--- src/rtl/tlcd_frame_writer.sv ---
// HD44780 frame writer: runs the power-up wait and the INIT command list, then
// writes a 2x16 text frame per UPDATE, holding back the newest request while busy.
module tlcd_frame_writer #(
    parameter int POWERUP_CYC = 750000,
    parameter int E_HIGH_CYC  = 25,
    parameter int GAP_CYC     = 2000,
    parameter int CLR_GAP_CYC = 100000
) (
    input  logic         CLK,
    input  logic         RST,
    input  logic         UPDATE,
    input  logic [127:0] TEXT_UPPER,
    input  logic [127:0] TEXT_LOWER,
    output logic         BUSY,
    output logic         FRAME_DONE,
    output logic         TLCD_E,
    output logic         TLCD_RS,
    output logic         TLCD_RW,
    output logic [7:0]   TLCD_DATA
);
    localparam int MAX_PG  = (POWERUP_CYC > CLR_GAP_CYC) ? POWERUP_CYC : CLR_GAP_CYC;
    localparam int MAX_EG  = (E_HIGH_CYC > GAP_CYC) ? E_HIGH_CYC : GAP_CYC;
    localparam int MAX_CYC = (MAX_PG > MAX_EG) ? MAX_PG : MAX_EG;
    localparam int DW      = $clog2(MAX_CYC + 1);

    localparam logic [DW-1:0] PWR_LAST = DW'(POWERUP_CYC - 1);
    localparam logic [DW-1:0] EH_LAST  = DW'(E_HIGH_CYC - 1);
    localparam logic [DW-1:0] GAP_LAST = DW'(GAP_CYC - 1);
    localparam logic [DW-1:0] CLR_LAST = DW'(CLR_GAP_CYC - 1);

    typedef enum logic [2:0] {
        PWR_WAIT, INIT, IDLE, ADDR_U, DATA_U, ADDR_L, DATA_L, FIN
    } state_t;

    typedef enum logic [1:0] {PH_SETUP, PH_EHIGH, PH_GAP} phase_t;

    // {RS, DATA} of the byte owned by a state; idx 0 selects bits [127:120].
    function automatic logic [8:0] byte_sel(input state_t st, input logic [3:0] idx,
                                            input logic [1:0] ini, input logic [127:0] wu,
                                            input logic [127:0] wl);
        logic [8:0] b;
        case (st)
            INIT: begin
                case (ini)
                    2'd0:    b = 9'h038;
                    2'd1:    b = 9'h00C;
                    2'd2:    b = 9'h006;
                    default: b = 9'h001;
                endcase
            end
            ADDR_U:  b = 9'h080;
            DATA_U:  b = {1'b1, wu[{~idx, 3'b000} +: 8]};
            ADDR_L:  b = 9'h0C0;
            DATA_L:  b = {1'b1, wl[{~idx, 3'b000} +: 8]};
            default: b = 9'h000;
        endcase
        return b;
    endfunction

    state_t          state_q, state_d;
    phase_t          phase_q, phase_d;
    logic [DW-1:0]   dly_q, dly_d;
    logic [3:0]      idx_q, idx_d;
    logic [1:0]      ini_q, ini_d;
    logic            pend_q, pend_d;
    logic [127:0]    wu_q, wu_d, wl_q, wl_d;
    logic [127:0]    su_q, su_d, sl_q, sl_d;
    logic            e_q, e_d, rs_q, rs_d, busy_q, busy_d, done_q, done_d;
    logic [7:0]      data_q, data_d;
    logic [8:0]      sel_s;
    logic [DW-1:0]   gap_last_s;

    // Clear Display needs the long settle time; every other byte uses the short gap.
    assign gap_last_s = (!rs_q && (data_q == 8'h01)) ? CLR_LAST : GAP_LAST;

    // Next-state, byte sequencing and request capture.
    always_comb begin
        state_d = state_q;
        phase_d = phase_q;
        dly_d   = dly_q;
        idx_d   = idx_q;
        ini_d   = ini_q;
        pend_d  = pend_q;
        wu_d    = wu_q;
        wl_d    = wl_q;
        su_d    = su_q;
        sl_d    = sl_q;

        case (state_q)
            PWR_WAIT: begin
                if (dly_q == PWR_LAST) begin
                    state_d = INIT;
                    phase_d = PH_SETUP;
                    dly_d   = '0;
                    ini_d   = 2'd0;
                end else begin
                    dly_d = dly_q + 1'b1;
                end
            end
            IDLE: begin
                if (UPDATE || pend_q) begin
                    wu_d    = UPDATE ? TEXT_UPPER : su_q;
                    wl_d    = UPDATE ? TEXT_LOWER : sl_q;
                    pend_d  = 1'b0;
                    state_d = ADDR_U;
                    phase_d = PH_SETUP;
                    dly_d   = '0;
                    idx_d   = 4'd0;
                end else begin
                    state_d = IDLE;
                end
            end
            FIN: state_d = IDLE;
            default: begin
                case (phase_q)
                    PH_SETUP: begin
                        phase_d = PH_EHIGH;
                        dly_d   = '0;
                    end
                    PH_EHIGH: begin
                        if (dly_q == EH_LAST) begin
                            phase_d = PH_GAP;
                            dly_d   = '0;
                        end else begin
                            dly_d = dly_q + 1'b1;
                        end
                    end
                    PH_GAP: begin
                        if (dly_q == gap_last_s) begin
                            phase_d = PH_SETUP;
                            dly_d   = '0;
                            case (state_q)
                                INIT: begin
                                    if (ini_q == 2'd3) begin
                                        state_d = IDLE;
                                    end else begin
                                        ini_d = ini_q + 2'd1;
                                    end
                                end
                                ADDR_U: begin
                                    state_d = DATA_U;
                                    idx_d   = 4'd0;
                                end
                                DATA_U: begin
                                    idx_d   = idx_q + 4'd1;
                                    state_d = (idx_q == 4'd15) ? ADDR_L : DATA_U;
                                end
                                ADDR_L: begin
                                    state_d = DATA_L;
                                    idx_d   = 4'd0;
                                end
                                DATA_L: begin
                                    idx_d   = idx_q + 4'd1;
                                    state_d = (idx_q == 4'd15) ? FIN : DATA_L;
                                end
                                default: state_d = PWR_WAIT;
                            endcase
                        end else begin
                            dly_d = dly_q + 1'b1;
                        end
                    end
                    default: begin
                        phase_d = PH_SETUP;
                        dly_d   = '0;
                    end
                endcase
            end
        endcase

        // Requests while busy (FIN included) park in the shadow copy; newest wins.
        if (UPDATE && (state_q != IDLE)) begin
            su_d   = TEXT_UPPER;
            sl_d   = TEXT_LOWER;
            pend_d = 1'b1;
        end else begin
            su_d = su_q;
            sl_d = sl_q;
        end

        sel_s  = byte_sel(state_d, idx_d, ini_d, wu_d, wl_d);
        rs_d   = sel_s[8];
        data_d = sel_s[7:0];
        e_d    = (phase_d == PH_EHIGH) && (state_d != PWR_WAIT) &&
                 (state_d != IDLE) && (state_d != FIN);
        busy_d = (state_d != IDLE);
        done_d = (state_d == FIN);
    end

    // State, counters, text copies and registered LCD outputs.
    always_ff @(posedge CLK or posedge RST) begin
        if (RST) begin
            state_q <= PWR_WAIT;
            phase_q <= PH_SETUP;
            dly_q   <= '0;
            idx_q   <= 4'd0;
            ini_q   <= 2'd0;
            pend_q  <= 1'b0;
            wu_q    <= 128'd0;
            wl_q    <= 128'd0;
            su_q    <= 128'd0;
            sl_q    <= 128'd0;
            e_q     <= 1'b0;
            rs_q    <= 1'b0;
            data_q  <= 8'h00;
            busy_q  <= 1'b1;
            done_q  <= 1'b0;
        end else begin
            state_q <= state_d;
            phase_q <= phase_d;
            dly_q   <= dly_d;
            idx_q   <= idx_d;
            ini_q   <= ini_d;
            pend_q  <= pend_d;
            wu_q    <= wu_d;
            wl_q    <= wl_d;
            su_q    <= su_d;
            sl_q    <= sl_d;
            e_q     <= e_d;
            rs_q    <= rs_d;
            data_q  <= data_d;
            busy_q  <= busy_d;
            done_q  <= done_d;
        end
    end

    assign BUSY       = busy_q;
    assign FRAME_DONE = done_q;
    assign TLCD_E     = e_q;
    assign TLCD_RS    = rs_q;
    assign TLCD_RW    = 1'b0;
    assign TLCD_DATA  = data_q;
endmodule

--- config.mk ---
export PLATFORM = sky130hd
export DESIGN_NAME = tlcd_frame_writer
export DESIGN_NICKNAME = d
export VERILOG_FILES = /design/src/rtl/tlcd_frame_writer.sv
export SDC_FILE = /design/constraint.sdc
export NUM_CORES = 1
export LEC_CHECK = 0
export ABC_AREA = 1
export CAP_MARGIN = 5
export CORE_ASPECT_RATIO = 1.2
export CORE_MARGIN = 4
export CORE_UTILIZATION = 25
export CTS_CLUSTER_SIZE = 12
export DETAILED_ROUTE_END_ITERATION = 12
export HOLD_SLACK_MARGIN = 0.15
export PLACE_DENSITY = 0.4
export SLEW_MARGIN = 20
export SYNTH_ARGS = -nofsm -noshare
export SYNTH_HDL_FRONTEND = slang
export SYNTH_SLANG_ARGS = --single-unit
export TNS_END_PERCENT = 30
--- constraint.sdc ---
create_clock -name CLK -period 21.1 [get_ports CLK]
set_clock_uncertainty 0.15 [all_clocks]
set_input_delay 4.22 -clock CLK [delete_from_list [all_inputs] [get_ports CLK]]
set_output_delay 4.22 -clock CLK [all_outputs]
set_load 0.03 [all_outputs]
Yosys cells after proc, flatten, opt, wreduce, memory -nomap -nowiden
Cells that the tools add are included.
Word-level totals
  latch bits: 0
  output and inout bits: 13
  ROM bits: 0
  bits of input ports: 259
  bits in registers: 556
  bits in writable memories: 0
  memories kept: 0
Operators by class
  divide/modulo/power cells: 0
  mux-type cells: 44
  bitwise logic cells: 2
  $add $sub $neg: 3
  reduce and logical (&&, ||, !) cells: 19
  multiply operators: 0
  shifts and indexed selects: 2
  equal/unequal tests: 28
  order comparisons: 0
Operators with widths (count)
  128-bit 2-to-1 mux: 6
  128-bit by 8-bit variable part select with 8-bit output: 2
  20-bit 2-to-1 mux: 4
  20-bit case mux with 3 select lines: 1
  9-bit case mux with 5 select lines: 1
  20-bit case mux with 2 select lines: 1
  3-bit == test, second input constant: 8
  20-bit by 1-bit adder with 20-bit output, second input constant: 1
  20-bit by 17-bit == test with 1-bit output: 1
  20-bit == test, second input constant: 1
  20-bit by 5-bit == test with 1-bit output, second input constant: 1
  2-bit 2-to-1 mux: 9
  6-bit case mux with 3 select lines: 1
  17-bit 2-to-1 mux: 1
  4-bit case mux with 2 select lines: 2
  3-bit case mux with 5 select lines: 1
  3-bit 2-to-1 mux: 4
  4-bit 2-to-1 mux: 3
  2-bit case mux with 3 select lines: 2
  3-bit by 2-bit == test with 1-bit output, second input constant: 3
  3-bit case mux with 3 select lines: 1
  8-bit by 1-bit == test with 1-bit output, second input constant: 1
  2-bit OR reduction: 4
  2-bit by 1-bit == test with 1-bit output, second input constant: 3
  20 further kinds: 36

Depth between registers and ports, before layout
  depth in word-level cells: 11
  gate-level depth with buffers: 22

Worst setup path before layout
OpenSTA, ideal clock, no wires.
  path type: input-to-reg
  start: in UPDATE
  end: reg data_q[3] (netlist: TLCD_DATA[3])
  path buffers: 3
  library setup time: 0.120 ns
  cell stages on the path: 19
  setup slack: 14.838 ns
  arrival: 5.991 ns
  cells stage by stage: buf_2 -> nor2_1 -> nand2_1 -> nand2_2 -> nor2_4 -> inv_1 -> nand2_1 -> nand2_1 -> nand3_2 -> buf_4 -> buf_2 -> nand2_1 -> nand3_1 -> nand3_1 -> nand3_1 -> nand2_1 -> nand2_1 -> nand3_1 -> nand2_1
On the way
  longest elaborated chain between the ends: 6
  elaborated cells between the ends (all ways): 20
  those cells by class: eq/ne (5); shift (2); mux (11); bitwise (1); reduce/logical (1)
RTL lines
  from (decl): line 11  | input logic UPDATE,
  1-bit logical OR: line 101  | if (UPDATE || pend_q) begin
  4-bit 2-to-1 mux: line 101
  4-bit case mux with 2 select lines: line 89  | case (state_q)
  4-bit inverter: line 52, 54
  128-bit by 8-bit variable part select with 8-bit output, on equally long branches: line 54, 52
  9-bit case mux with 5 select lines *: line 42  | case (st)
  named net sel_s[3]: line 70  | logic [8:0] sel_s;
  to (signal assigned): line 220  | data_q <= data_d;
  to (decl): line 69  | logic [7:0] data_q, data_d;
Mark *: on every way through the listed nets, which the timed path passes. The rest lies on a longest branch.
A chain may end at the register's enable or synchronous reset.

Worst setup path after layout
  start: in UPDATE
  end: reg data_q[0] (netlist: TLCD_DATA[0])
Same word-level chain as after synthesis.

==> impl_results.md <==
- Non-filler cells, final: 4986
- DR iter-0 viols: 1841
- Cell repeated most along the worst path: nand2_1
- Post-Syn Area: 0.0265 mm²
- Placer's final routability congestion estimate: 0.822
- Mean area per synthesized cell: 7.76 µm²
- Clock buffer depth: 3
- Most Crowded Layer GR: met2
- Fraction of layout instances using a drive strength above 1: 0.0447
- Startpoint-to-endpoint class of the critical path: in -> reg
- First-pass GRT wire length: 143 mm
- Count of distinct cell types in the synthesized netlist: 41
- Final period utilization: 0.384
- CTS clock-pin slew for the worst setup and hold paths: 50 ps
- Data arrival time of the worst path: 8460 ps
- Met2 Use GR: 0.276
- Number of buffers inserted by port buffering: 270
- Maximum achievable frequency: 123 MHz
- Cell type with the highest aggregate area in the netlist: dfrtp_1
- Met3 usage: 0.0216
- Inst Count DP: 4868
- Reg-to-reg setup timing slack: 16240 ps
- Nature of the critical path endpoint: flip-flop
- Number of standard cells after synthesis: 3420
- Synthesis Warnings: 0
- Most used flip-flop cell after synthesis: dfrtp_1
- Maximum number of pins on one net before global-route repair: 237
- Worst path max stage delay: 810 ps
- Maximum Capacitance Violations: 0
- Layout area overhead: 22.7%
- Stages on worst setup path: 19
- Remaining routing DRC violations: 0
- Minimum clock period: 8100 ps
- Class of the worst hold path: reg -> reg
- Floorplan die width: 305 µm
- Maximum fanout along the worst path: 140
- Final core utilization: 0.310
- Initial antenna violation count: 1
- Hold Path Cell Cnt: 2
- Buffers inserted during post-CTS setup optimization: 0
- Cell-by-cell trace of the critical path: buf_8 -> nor2_1 -> nand2_1 -> nand2_2 -> nor2_4 -> inv_1 -> nand2_1 -> nand2_2 -> buf_4 -> nand3_4 -> clkinv_2 -> nand2_1 -> nand3_1 -> nand3_1 -> nand3_1 -> nand2_1 -> nand2_1 -> nand3_1 -> nand2_1
- Headroom to the max-slew limit: 0.237
- Slew of the pin with the lowest slew margin: 1150 ps
- Clock latency on the worst-skew pair: 620 ps
- Source of the worst register-to-register timing path: dly_q[0]
- TritonCTS Buffers: 68
- CP required: 21460 ps
- Total vias in the final route: 22.6k
- Count of buffering cells on the critical path with inverters included: 4
- Routed wire length per instance: 19.0 µm
- RSZ-0062 raised after global routing: no
- #FFs+latches synth: 556
- Residual antenna-violating net count after detailed routing: 0
- Startpoint kind of the worst setup timing path: input pin
- Core area: 0.105 mm²
- PwrDens: 80.3 mW/mm²
- Vias in the first global route: 21.9k
- Seq/Total Area, Yosys: 0.524
- Post-DR vias/cell: 4.53
- PostCTS Resize Cnt: 0
- Share of the synthesized area in the top cell type: 0.523
- Cell family with the largest share of critical-path delay: simple AND/OR/NAND/NOR gates
- Count of H-tree levels built during CTS: 3
- Final hold viol count: 0
- Number of sinks on the clock net: 556
- Hold worst-path end: su_q[102]
- Clock tree root buffer cell: clkbuf_16
- Total half-perimeter wirelength after legalization and detailed placement: 66.0 mm
- Total negative slack: 0 ps
- Initial Utilization: 0.253
- Maximum vdd drop: 51.7 µV
- Count of final max-slew check failures: 0
- Lkg Pwr: 15.1 nW
- Full die area: 0.111 mm²
- Final number of setup-violating endpoints: 0
- Met1 track demand over resource in global routing: 0.228
- Clock tree from TritonCTS: built
- Number of placement rows: 130
- Critical path's slowest cell: clkinv_2
- Count of inserted antenna diode cells: 0
- Die Height: 365 µm
- Crit Reg-Reg Endpoint: TLCD_DATA[0]
- Outcome: finished clean
- Hold-fix buffers at CTS: 0
- Ys async rst share: 1.00
- Reg2Reg Depth: 19
- Largest cells by area after synthesis: dfrtp_1 (52%), nand2_1 (15%), o21ai_0 (15%)
- Pre-Repair DR Iteration Count: 6
- Total nets after synthesis: 3690
- Total wirelength of the detailed-routed design: 94.5 mm
- Hold wc startpoint: su_q[102]
- GRT Resource Usage Total: 0.166
- I/O Pins: 272
- Number of enable flip-flop cells after synthesis: 0
- Total overflow reported by the global router: 0
- Final net count: 3823
## cell type report
| cell class | instances | area, µm² |
|---|---|---|
| fillers | 11400 | 72500 |
| inverters | 335 | 1270 |
| repair buffers | 298 | 2960 |
| clock inverters | 18 | 224 |
| clock buffers | 99 | 2030 |
| flip-flops and latches | 556 | 13900 |
| well taps | 1386 | 1730 |
| multi-input cells | 2294 | 10400 |
## cells in the mapped netlist, types with 2 or more instances
| cell type | number |
|---|---|
| nand4_1 | 70 |
| and3_1 | 2 |
| inv_2 | 7 |
| o32ai_1 | 2 |
| dfrtp_1 | 555 |
| a21oi_1 | 4 |
| inv_1 | 327 |
| nand3_1 | 265 |
| o21ai_0 | 783 |
| nor3_1 | 14 |
| o21ai_2 | 2 |
| ha_1 | 11 |
| buf_2 | 44 |
| nor4_1 | 4 |
| or2_2 | 2 |
| buf_4 | 9 |
| nand3_2 | 3 |
| buf_1 | 20 |
| clkbuf_1 | 161 |
| a31oi_1 | 2 |
| xor2_1 | 6 |
| nand2_2 | 2 |
| nor2_2 | 2 |
| nand2_1 | 1061 |
| nor2_1 | 46 |
## per-stage QoR
step                      power (mW)  setup slack [ps]  area, µm²  hold WS [ps]
after CTS                       2.66             13000      32500           332
after detailed placement        1.44             12340      30300           318
final                           2.62             13000      32600           328
after global routing            2.74             12550      32600           345
after floorplan                 1.31              1180      26500           298
after global placement          1.44             12420      30300           309
## layer usage
layer | vias to the layer above | part of all wire
li1 | 11400 | -
met1 | 10700 | 0.47
met2 | 458 | 0.48
met3 | 96 | 0.035
met4 | 0 | 0.019
met5 | - | 0
## state kept, by name, indices dropped and copies added, names as in the netlist, 2 cells and up
register   flops
state_q        3
sl_q         128
wl_q         128
su_q         128
dly_q         20
phase_q        2
wu_q         128
ini_q          2
TLCD_DATA      8
idx_q          4
## layout by cell type (no fill, tap or decap), drive strengths merged, types with 4 or more instances in the layout
| cell | synthesis | final |
|---|---|---|
| nand2 | 1063 | 1063 |
| o21ai | 786 | 786 |
| dfrtp | 555 | 555 |
| inv | 334 | 336 |
| clkdlybuf4s50 | 0 | 269 |
| nand3 | 268 | 268 |
| clkbuf | 161 | 99 |
| nand4 | 70 | 70 |
| nor2 | 49 | 49 |
| buf | 74 | 29 |
| nor3 | 14 | 14 |
| clkinv | 1 | 13 |
| ha | 11 | 11 |
| xor2 | 6 | 6 |
| a21oi | 5 | 5 |
| nor4 | 4 | 4 |
| bufinv | 0 | 4 |
## worst reg2reg max path: cells and delay by family (launching register included)
| kind | cells | cell delay [ps] |
|---|---|---|
| simple gates | 15 | 2760 |
| buf+inv | 3 | 1310 |
| flops | 1 | 350 |
| fa+ha+maj | 1 | 190 |
## where the power goes
group          internal [mW]  switching [mW]  leakage, nW
Sequential              1.13          0.0261         7.03
Combinational         0.0938           0.159         6.92
Clock                  0.717           0.485         1.12
Total                   1.95           0.669         15.1
## logic make-up (layout without fill, tap and decap cells)
kind of cell | after synthesis | after routing | share of synthesized area
xor+xnor | 6 | 6 | 0.00198
compound gates | 803 | 803 | 0.154
other cells | 1 | 1 | 0.000141
fa+ha+maj | 11 | 11 | 0.00518
flops | 556 | 556 | 0.524
buf+inv | 570 | 750 | 0.0842
simple gates | 1473 | 1473 | 0.230
## how the worst max path moves through the flow
stage | startpoint | slack, ps | end
floorplan | RST | 1180 | FRAME_DONE
global placement | UPDATE | 12420 | TLCD_DATA[0]
detailed placement | UPDATE | 12340 | TLCD_DATA[0]
CTS | UPDATE | 13000 | TLCD_DATA[0]
global route | UPDATE | 12550 | TLCD_DATA[3]
finish | UPDATE | 13000 | TLCD_DATA[0]
No activity file was read; power rests on OpenSTA's default activity.
